==> config.mk <==
export PLATFORM = sky130hd
export DESIGN_NAME = foc_frontend_hls_deadlock_reporter_flat
export DESIGN_NICKNAME = d
export VERILOG_FILES = /design/src/rtl/foc_frontend_hls_deadlock_reporter_if.sv /design/src/rtl/foc_frontend_hls_deadlock_reporter.sv /design/src/flat_wrapper.sv
export SDC_FILE = /design/constraint.sdc
export NUM_CORES = 1
export LEC_CHECK = 0
export BUFFER_PORTS_ARGS = -buffer_cell sky130_fd_sc_hd__buf_4
export CAP_MARGIN = 10
export CORE_UTILIZATION = 55
export CTS_CLUSTER_SIZE = 24
export DETAILED_ROUTE_END_ITERATION = 8
export PLACE_DENSITY = 0.88
export SLEW_MARGIN = 20
export SYNTH_ARGS = -nofsm -noshare
export SYNTH_HDL_FRONTEND = slang
export SYNTH_SLANG_ARGS = --single-unit
export TNS_END_PERCENT = 1
==> constraint.sdc <==
create_clock -name clock -period 3.1 [get_ports clock]
set_input_delay 0.155 -clock clock [delete_from_list [all_inputs] [get_ports clock]]
set_output_delay 0.155 -clock clock [all_outputs]
set_load 0.01 [all_outputs]
==> src/rtl/foc_frontend_hls_deadlock_reporter_if.sv <==
// Report channel of the foc_frontend deadlock reporter: a valid/ready handshake
// carrying the first confirmed deadlock record (index, mask, timestamp).
interface foc_frontend_hls_deadlock_reporter_if #(
  parameter int unsigned NUM_MON = 4
);
  logic               rpt_valid;
  logic               rpt_ready;
  logic [3:0]         rpt_idx;
  logic [NUM_MON-1:0] rpt_mask;
  logic [31:0]        rpt_time;

  // Producer side: the reporter drives the record, the consumer drives ready.
  modport master (
    output rpt_valid,
    output rpt_idx,
    output rpt_mask,
    output rpt_time,
    input  rpt_ready
  );

  modport slave (
    input  rpt_valid,
    input  rpt_idx,
    input  rpt_mask,
    input  rpt_time,
    output rpt_ready
  );
endinterface

==> src/rtl/foc_frontend_hls_deadlock_reporter.sv <==
// Deadlock reporter for the foc_frontend monitors. Each monitor's block flag is
// filtered by a persistence counter; the first run reaching THRESH cycles is
// latched as a record (lowest index, mask snapshot, timestamp), offered once on
// the report handshake, and kept behind a sticky flag until clear.
// Optional feature macro: FOC_DEADLOCK_TIMESTAMP_EN builds the free-running
// timestamp counter and the rpt_time capture register; otherwise rpt_time is 0.
module foc_frontend_hls_deadlock_reporter #(
  parameter int unsigned NUM_MON = 4,
  parameter int unsigned THRESH  = 1024,
  parameter int unsigned CNT_W   = 16
) (
  input  logic                                     clock,
  input  logic                                     reset_n,
  input  logic [NUM_MON-1:0]                       block_sigs,
  input  logic                                     clear,
  output logic                                     dl_flag,
  foc_frontend_hls_deadlock_reporter_if.master     rpt
);

  localparam logic [CNT_W-1:0] ThreshC  = CNT_W'(THRESH);
  localparam logic [CNT_W-1:0] ThreshM1 = CNT_W'(THRESH - 1);

  typedef enum logic [1:0] {
    StWatch  = 2'd0,
    StReport = 2'd1,
    StHold   = 2'd2
  } state_e;

  state_e state_q, state_d;

  logic [CNT_W-1:0]   cnt_q [NUM_MON];
  logic [CNT_W-1:0]   cnt_d [NUM_MON];
  logic [NUM_MON-1:0] confirm_vec;
  logic               confirm_take;
  logic [3:0]         first_idx;

  logic               dl_flag_q, dl_flag_d;
  logic               valid_q, valid_d;
  logic [3:0]         idx_q, idx_d;
  logic [NUM_MON-1:0] mask_q, mask_d;

  // A monitor confirms on its THRESH-th consecutive asserted cycle.
  always_comb begin
    confirm_vec = '0;
    for (int i = 0; i < int'(NUM_MON); i++) begin
      confirm_vec[i] = (state_q == StWatch) && block_sigs[i] && (cnt_q[i] == ThreshM1);
    end
  end

  // Clear wins over a same-cycle confirm: the record is simply not taken.
  assign confirm_take = (|confirm_vec) && !clear;

  // Lowest confirming index wins a tie.
  always_comb begin
    first_idx = 4'd0;
    for (int i = int'(NUM_MON) - 1; i >= 0; i--) begin
      if (confirm_vec[i]) first_idx = 4'(i);
    end
  end

  // Persistence counters: count while asserted in WATCH, else held at zero.
  always_comb begin
    for (int i = 0; i < int'(NUM_MON); i++) begin
      cnt_d[i] = cnt_q[i];
      if (clear || (state_q != StWatch) || (|confirm_vec) || !block_sigs[i]) begin
        cnt_d[i] = '0;
      end else if (cnt_q[i] != ThreshC) begin
        cnt_d[i] = cnt_q[i] + 1'b1;
      end
    end
  end

  // Counter registers.
  always_ff @(posedge clock or negedge reset_n) begin
    if (!reset_n) begin
      for (int i = 0; i < int'(NUM_MON); i++) cnt_q[i] <= '0;
    end else begin
      for (int i = 0; i < int'(NUM_MON); i++) cnt_q[i] <= cnt_d[i];
    end
  end

  // Next-state and record logic; clear overrides everything.
  always_comb begin
    state_d   = state_q;
    dl_flag_d = dl_flag_q;
    valid_d   = valid_q;
    idx_d     = idx_q;
    mask_d    = mask_q;
    if (clear) begin
      state_d   = StWatch;
      dl_flag_d = 1'b0;
      valid_d   = 1'b0;
      idx_d     = 4'd0;
      mask_d    = '0;
    end else begin
      unique case (state_q)
        StWatch: begin
          if (confirm_take) begin
            state_d   = StReport;
            dl_flag_d = 1'b1;
            valid_d   = 1'b1;
            idx_d     = first_idx;
            mask_d    = block_sigs;
          end
        end
        StReport: begin
          if (rpt.rpt_ready) begin
            state_d = StHold;
            valid_d = 1'b0;
          end
        end
        StHold: begin
          state_d = StHold;
        end
        default: begin
          state_d = StWatch;
          valid_d = 1'b0;
        end
      endcase
    end
  end

  // State and record registers.
  always_ff @(posedge clock or negedge reset_n) begin
    if (!reset_n) begin
      state_q   <= StWatch;
      dl_flag_q <= 1'b0;
      valid_q   <= 1'b0;
      idx_q     <= 4'd0;
      mask_q    <= '0;
    end else begin
      state_q   <= state_d;
      dl_flag_q <= dl_flag_d;
      valid_q   <= valid_d;
      idx_q     <= idx_d;
      mask_q    <= mask_d;
    end
  end

`ifdef FOC_DEADLOCK_TIMESTAMP_EN
  logic [31:0] ts_q;
  logic [31:0] time_q;

  // Free-running cycle counter since reset, saturating; clear leaves it alone.
  always_ff @(posedge clock or negedge reset_n) begin
    if (!reset_n) begin
      ts_q <= '0;
    end else if (ts_q != 32'hFFFF_FFFF) begin
      ts_q <= ts_q + 32'd1;
    end
  end

  // Timestamp captured on the confirming edge; survives clear.
  always_ff @(posedge clock or negedge reset_n) begin
    if (!reset_n) begin
      time_q <= '0;
    end else if (confirm_take) begin
      time_q <= ts_q;
    end
  end

  assign rpt.rpt_time = time_q;
`else
  assign rpt.rpt_time = 32'd0;
`endif

  assign dl_flag       = dl_flag_q;
  assign rpt.rpt_valid = valid_q;
  assign rpt.rpt_idx   = idx_q;
  assign rpt.rpt_mask  = mask_q;

endmodule

==> src/flat_wrapper.sv <==
// flat-port wrapper written by rule: the top's interface ports become plain ports
module foc_frontend_hls_deadlock_reporter_flat 
#(
  parameter int unsigned NUM_MON = 4,
  parameter int unsigned THRESH  = 1024,
  parameter int unsigned CNT_W   = 16
)
  (clock, reset_n, block_sigs, clear, dl_flag, rpt_rpt_valid, rpt_rpt_idx, rpt_rpt_mask, rpt_rpt_time, rpt_rpt_ready);
  foc_frontend_hls_deadlock_reporter_if #(.NUM_MON(NUM_MON)) rpt_i ();
  input  logic clock;
  input  logic reset_n;
  input  logic [NUM_MON-1:0] block_sigs;
  input  logic clear;
  output logic dl_flag;
  output wire logic [$bits(rpt_i.rpt_valid)-1:0] rpt_rpt_valid;
  output wire logic [$bits(rpt_i.rpt_idx)-1:0] rpt_rpt_idx;
  output wire logic [$bits(rpt_i.rpt_mask)-1:0] rpt_rpt_mask;
  output wire logic [$bits(rpt_i.rpt_time)-1:0] rpt_rpt_time;
  input wire logic [$bits(rpt_i.rpt_ready)-1:0] rpt_rpt_ready;
  assign rpt_rpt_valid = rpt_i.rpt_valid;
  assign rpt_rpt_idx = rpt_i.rpt_idx;
  assign rpt_rpt_mask = rpt_i.rpt_mask;
  assign rpt_rpt_time = rpt_i.rpt_time;
  assign rpt_i.rpt_ready = rpt_rpt_ready;
  foc_frontend_hls_deadlock_reporter #(.NUM_MON(NUM_MON), .THRESH(THRESH), .CNT_W(CNT_W)) u_core (.clock(clock), .reset_n(reset_n), .block_sigs(block_sigs), .clear(clear), .dl_flag(dl_flag), .rpt(rpt_i));
endmodule
==> reports/metrics.yaml, run 1 <==
sta:
  tns_ns: 0
  tightest_slew_ns: 0.9093
  hold_viol_final: 0
  post-route-min-period_ns: 2.595
  rsz0062_at_grt: "false"
  finalClockSkew_ns: 0.01039
  relSlewSlack_pct: 39.38
  setup_violations: 0
  maxSlewViolCount: 0
  period_share_pct: 83.70
  fmaxAchievable_ghz: 0.3854
synthesis:
  synth-seq-cells: 74
  postSynthAreaPerCell_um2: 9.946
  synthMuxAreaShare_pct: 0.9275
  synthCells: 434
  ys.flop_type: "dfrtp_1"
  yosysWarnings: 0
  synth_area_um2: 4317
  synth_edf_count: 0
  synth_fa_ha_area_share_pct: 3.188
  synth_compound_area_share_pct: 4.522
  yosys.area_share.simple_pct: 27.10
  async_flop_share_pct: 100.0
  synthXorXnorAreaFrac_pct: 11.36
  synth_top_family_by_area: "simple AND/OR/NAND/NOR gates"
  yosysUniqueCellTypes: 50
  synth-seq-area-share_pct: 42.90
placed_design:
  dpl-instance-area_um2: 4339
  place_congestion: 0.7915
  dp_cells: 536
  dpl.hpwl_mm: 5.626
  portBuffers: 15
drt:
  drt-vias-per-instance: 5.758
  drt_first_iter_violations: 210
  drt_first_pass_iters: 5
  postRouteAntennaNets: 0
  drt_wl_total_mm: 8.516
  dr_total_vias: 3184
  drc_errors: 0
  routedWlPerCell_um: 15.40
floorplanning:
  ioPinCount: 50
  dieArea_um2: 8207
  fp.dieH_um: 90.59
  floorplan.initialDensity_pct: 58.27
  die_x_um: 90.59
  rows: 31
  coreArea_um2: 7408
power_and_ir_drop:
  p_per_area_nw_per_um2: 393.2
  irDropWorstVdd_v: 0.0002176
  p_leak_uw: 0.001984
clocking:
  numCtsBuffers: 9
  cts_resized: 0
  cts.sinks: 74
  cts_setup_buffers: 0
  cts-hold-fix-buffers: 1
  root_buffer: "clkbuf_8"
  insertion_delay_ns: 0.35
  cts_tree: "built"
  path_clk_slew_ns: 0.08
  h-tree-depth: 3
  clockBufferDepth: 2
outcome:
  status: "finished clean"
critical_path:
  crit_arrival_ns: 2.81
  end_kind: "flop"
  worstSetupPathType: "flop to flop"
  critPathMaxFanout: 32
  required_ns: 3.31
  start_kind: "flop"
final_layout:
  antenna_cells: 0
  instances_no_fill: 553
  area_growth_pct: 4.986
  fin_nets: 468
  drive_gt1_share_pct: 11.23
  design_area_um2: 4532
global_routing:
  grtUsageTotal_pct: 21.55
  grt_max_degree: 75
  grt_pass1_wl_mm: 14.31
  grt_antenna_before_repair: 0
  overflow: 0
  first_global_vias: 3001
hold_path:
  min_path_type: "input pin to flop"
job:
  cap_violations: 0
## worst paths after layout
path	startpoint	to	slack [ns]	depth (start not counted)
min in group asynchronous	reset_n	u_core.cnt_q[20]	0.49	2
max in group asynchronous	reset_n	u_core.cnt_q[42]	2.04	2
hold reg to reg	u_core.rpt.rpt_mask[0]	u_core.rpt.rpt_mask[0]	0.56	2
setup / recovery	u_core.state_q[0]	u_core.cnt_q[39]	0.51	8
setup reg to reg	u_core.state_q[0]	u_core.cnt_q[39]	0.51	8
hold / removal	clear	u_core.rpt.rpt_mask[2]	0.02	2
## per-layer routing
layer  track usage, %  share of wire, %
met5                0                 0
met4            5.914               1.1
met3            5.303               4.0
met2            36.36                51
met1            27.48                43
## logic make-up (layout without fill, tap and decap cells)
| group | after synthesis | count (layout) |
|---|---|---|
| compound gates | 24 | 24 |
| xor+xnor | 56 | 56 |
| fa+ha+maj | 11 | 11 |
| buf+inv | 64 | 51 |
| flops | 74 | 74 |
| mux | 4 | 4 |
| other cells | 1 | 34 |
| simple gates | 200 | 200 |
## power by group
| group | switching (µW) | internal [µW] | total [µW] |
|---|---|---|---|
| Sequential | 8.07 | 970 | 978 |
| Combinational | 80.8 | 25.3 | 106 |
| Clock | 344 | 355 | 698 |
| Total | 432 | 1350 | 1780 |
## cells in the final DEF (no fill, tap or decap), types with 12 or more instances in the layout
cell and instances:
dfrtp_1 74, nor3_1 66, xnor2_1 22, nand2_1 20, nand3_1 28, inv_1 14, clkbuf_8 12, buf_4 20
nand4_1 16, conb_1 34, xor2_1 34
## synthesized netlist by cell type (10+ instances only)
cell type | instances | area, µm²
inv_1 | 14 | 52.55
nand4_1 | 16 | 100.1
nand3_1 | 28 | 140.1
xnor2_1 | 22 | 192.7
ha_1 | 11 | 137.6
nor3_1 | 66 | 330.3
xor2_1 | 34 | 297.8
and3_1 | 11 | 68.82
buf_4 | 40 | 300.3
dfrtp_1 | 74 | 1852
nor2_1 | 10 | 37.54
nand2_1 | 20 | 75.07
## layout make-up
class | count | area (µm²)
flip-flops and latches | 74 | 1852
multi-input cells | 329 | 2161
fillers | 620 | 2877
well taps | 99 | 123.9
repair buffers | 21 | 160.2
clock buffers | 14 | 172.7
inverters | 14 | 52.55
clock inverters | 2 | 10.01
## state kept, by name, indices dropped and copies added, names as in the netlist
signal                count
u_core.rpt.rpt_valid      1
u_core.rpt.rpt_mask       4
u_core.dl_flag            1
u_core.cnt_q             64
u_core.rpt.rpt_idx        2
u_core.state_q            2
## worst max-delay path, stage by stage, from the launching register on
cell,delay [ns]
dfrtp_1,0.42
inv_1,0.10
ha_1,0.43
nand2_8,0.18
or4_4,0.46
or2_1,0.28
nand4_2,0.11
buf_4,0.35
nor3_1,0.11
## metrics by stage
stage                     setup slack [ns]  utilization (%)  hold slack (ns)  power, µW
final                               0.5054            61.17          0.02354       1782
after floorplan                     0.9158                -          -0.1406       1091
after global routing                0.3611            61.17          0.02879       1837
after detailed placement            0.5882            58.57           0.3518       1101
after global placement              0.6556            58.57           0.3418       1098
after CTS                           0.5524            61.17          0.01268       1788
(Power assumes the default switching activity.)
==> run 2: changes to the inputs <==
--- a/config.mk
+++ b/config.mk
@@ -5,12 +5,13 @@
 export SDC_FILE = /design/constraint.sdc
 export NUM_CORES = 1
 export LEC_CHECK = 0
+export ABC_AREA = 1
 export BUFFER_PORTS_ARGS = -buffer_cell sky130_fd_sc_hd__buf_4
 export CAP_MARGIN = 10
 export CORE_UTILIZATION = 55
 export CTS_CLUSTER_SIZE = 24
 export DETAILED_ROUTE_END_ITERATION = 8
-export PLACE_DENSITY = 0.88
+export PLACE_DENSITY = 0.87
 export SLEW_MARGIN = 20
 export SYNTH_ARGS = -nofsm -noshare
 export SYNTH_HDL_FRONTEND = slang
==> constraint.sdc (replaced) <==
create_clock -name clock -period 2.65 [get_ports clock]
set_input_delay 0.1325 -clock clock [delete_from_list [all_inputs] [get_ports clock]]
set_output_delay 0.1325 -clock clock [all_outputs]
set_load 0.01 [all_outputs]
==> run 2 against run 1 <==
Against the previous run:
- final area rose by 7.7%
- setup slack improved by 0.10 ns
- synthesized cell count rose by 29%
- final cell count rose by 25%
- non-clock buffer count fell by 5
- via count rose by 11%
- largest power group unchanged
- maximum frequency rose by 27%
==> reports/metrics.yaml, run 2 <==
outcome:
  status: "finished clean"
critical_path:
  slowest_delay_ns: 0.39
  worstPathCellList: "inv_1 > ha_1 > nand2_1 > inv_1 > nand3_1 > nor2_1 > nand2_2 > nand2_4 > nor2_8 > nand3_4 > nor3_1"
  required_ns: 2.91
  crit_arrival_ns: 2.30
  start_kind: "flop"
  reg2reg_depth: 11
  worstSetupPathType: "flop to flop"
  end_kind: "flop"
  critPathMaxFanout: 16
  crit_top_cell: "inv_1"
  cp_slowest_cell: "dfrtp_1"
sta:
  tightest_slew_ns: 0.9386
  finalClockSkew_ns: 0.008331
  maxSlewViolCount: 0
  hold_viol_final: 0
  setup_violations: 0
  relSlewSlack_pct: 37.43
  post-route-min-period_ns: 2.043
  tns_ns: 0
  period_share_pct: 77.09
  fmaxAchievable_ghz: 0.4895
  rsz0062_at_grt: "false"
placed_design:
  portBuffers: 15
  place_congestion: 0.8587
  dpl-instance-area_um2: 4638
  dpl.hpwl_mm: 6.025
floorplanning:
  fp.dieH_um: 93.27
  ioPinCount: 50
  floorplan.initialDensity_pct: 58.09
  coreArea_um2: 7888
  die_x_um: 93.27
  dieArea_um2: 8699
  rows: 32
synthesis:
  synthXorXnorAreaFrac_pct: 4.205
  synth_edf_count: 0
  yosysUniqueCellTypes: 38
  postSynthAreaPerCell_um2: 8.167
  synth-seq-cells: 74
  synth_commonest_cells: "nand2_1 (93), dfrtp_1 (74), nor2_1 (72), inv_1 (69), buf_4 (34)"
  synthMuxAreaShare_pct: 0
  synth_compound_area_share_pct: 3.960
  synth-seq-area-share_pct: 40.42
  ys.flop_type: "dfrtp_1"
  synth_top_family_by_area: "simple AND/OR/NAND/NOR gates"
  yosys.area_share.simple_pct: 34.90
  yosysTopAreaCell: "dfrtp_1"
  yosysMostFrequentCell: "nand2_1"
  yosysWarnings: 0
  synthCells: 561
  synth_fa_ha_area_share_pct: 3.004
  synth.top_cell.area_share_pct: 40.42
  synth.area.top_cells: "dfrtp_1 (40%), nand2_1 (7.6%), nor2_1 (5.9%), inv_1 (5.7%), buf_4 (5.6%)"
  synth_area_um2: 4582
  async_flop_share_pct: 100.0
job:
  cap_violations: 0
final_layout:
  layout_commonest_cell: "nand2_1"
  area_growth_pct: 6.554
  drive_gt1_share_pct: 17.69
  fill_cells: 620
  final_cell_mix: "nand2_1 (93), dfrtp_1 (74), nor2_1 (72)"
  antenna_cells: 0
  regMostFlops: "u_core.cnt_q"
  design_area_um2: 4882
  largest_reg_flops: 64
  fin_nets: 602
drt:
  drt_first_pass_iters: 5
  postRouteAntennaNets: 0
  drt_wl_total_mm: 8.615
  drt_first_iter_violations: 276
  dr_total_vias: 3536
  routedWlPerCell_um: 12.49
  drc_errors: 0
  drt-vias-per-instance: 5.125
global_routing:
  grt_max_degree: 75
  grtUsageTotal_pct: 21.57
  grt_antenna_before_repair: 0
  grt_pass1_wl_mm: 14.72
  overflow: 0
  first_global_vias: 3352
clocking:
  insertion_delay_ns: 0.36
  cts_resized: 0
  cts_setup_buffers: 0
  numCtsBuffers: 9
  path_clk_slew_ns: 0.07
  root_buffer: "clkbuf_8"
  cts.sinks: 74
  cts-hold-fix-buffers: 1
  clockBufferDepth: 2
  cts_tree: "built"
  h-tree-depth: 3
hold_path:
  hold_depth: 3
  min_path_type: "input pin to flop"
power_and_ir_drop:
  p_total_uw: 2311
  p_per_area_nw_per_um2: 473.3
  p_leak_uw: 0.002238
  irDropWorstVdd_v: 0.0003805
run 2: cell type report:
type                            count  area [µm²]  share of cell area (%)
Clock buffer                       11       131.4                   2.691
Timing Repair Buffer               16       122.6                   2.512
Sequential cell                    74        1852                   37.93
Tap cell                          102       127.6                   2.614
Clock inverter                      5       102.6                   2.101
Multi-Input combinational cell    400        2238                   45.85
Inverter                           82       307.8                   6.304
run 2: power by group:
group / leakage (µW) / internal, µW / switching [µW]
clock network: 0.000114 / 625 / 428
logic: 0.00109 / 26.7 / 91.5
registers: 0.00103 / 1130 / 5.55
total: 0.00224 / 1790 / 525
run 2: path summary, 6_finish.rpt:
check	start	end	slack [ns]
max	u_core.state_q[0]	u_core.cnt_q[62]	0.61
min in group asynchronous	reset_n	u_core.cnt_q[21]	0.45
max reg2reg	u_core.state_q[0]	u_core.cnt_q[62]	0.61
min	block_sigs[2]	u_core.rpt.rpt_mask[2]	0.06
max in group asynchronous	reset_n	u_core.cnt_q[39]	1.57
min reg2reg	u_core.rpt.rpt_mask[1]	u_core.rpt.rpt_mask[1]	0.48
run 2: worst max-delay path: cells and delay by family, from the launching register on:
kind,cells,cell delay (ns)
fa+ha+maj,1,0.27
simple gates,8,1.14
buf+inv,2,0.14
flops,1,0.39
run 2: cell families after synthesis:
kind of cell,count (synthesis)
fa+ha+maj,11
flops,74
other cells,1
xor+xnor,22
buf+inv,120
compound gates,30
simple gates,303
run 2: routing by layer:
layer / track usage (%) / up-vias / part of all wire, %
met1: 27.02 / 1674 / 46
met2: 36.34 / 97 / 48
li1: - / 1749 / -
met5: 0 / - / 0
met3: 3.333 / 16 / 3.7
met4: 10.64 / 0 / 2.1
run 2: through the flow:
stage	setup slack (ns)	util (%)	hold WS [ns]	cells
2_1_floorplan	0.9995	-	-0.1631	594
3_3_place_gp	0.8122	58.80	0.3317	673
3_5_place_dp	0.6677	58.80	0.3321	673
4_1_cts	0.6052	61.90	0.04762	690
5_1_grt	0.4257	61.90	0.07207	690
6_report	0.6071	61.90	0.05580	690
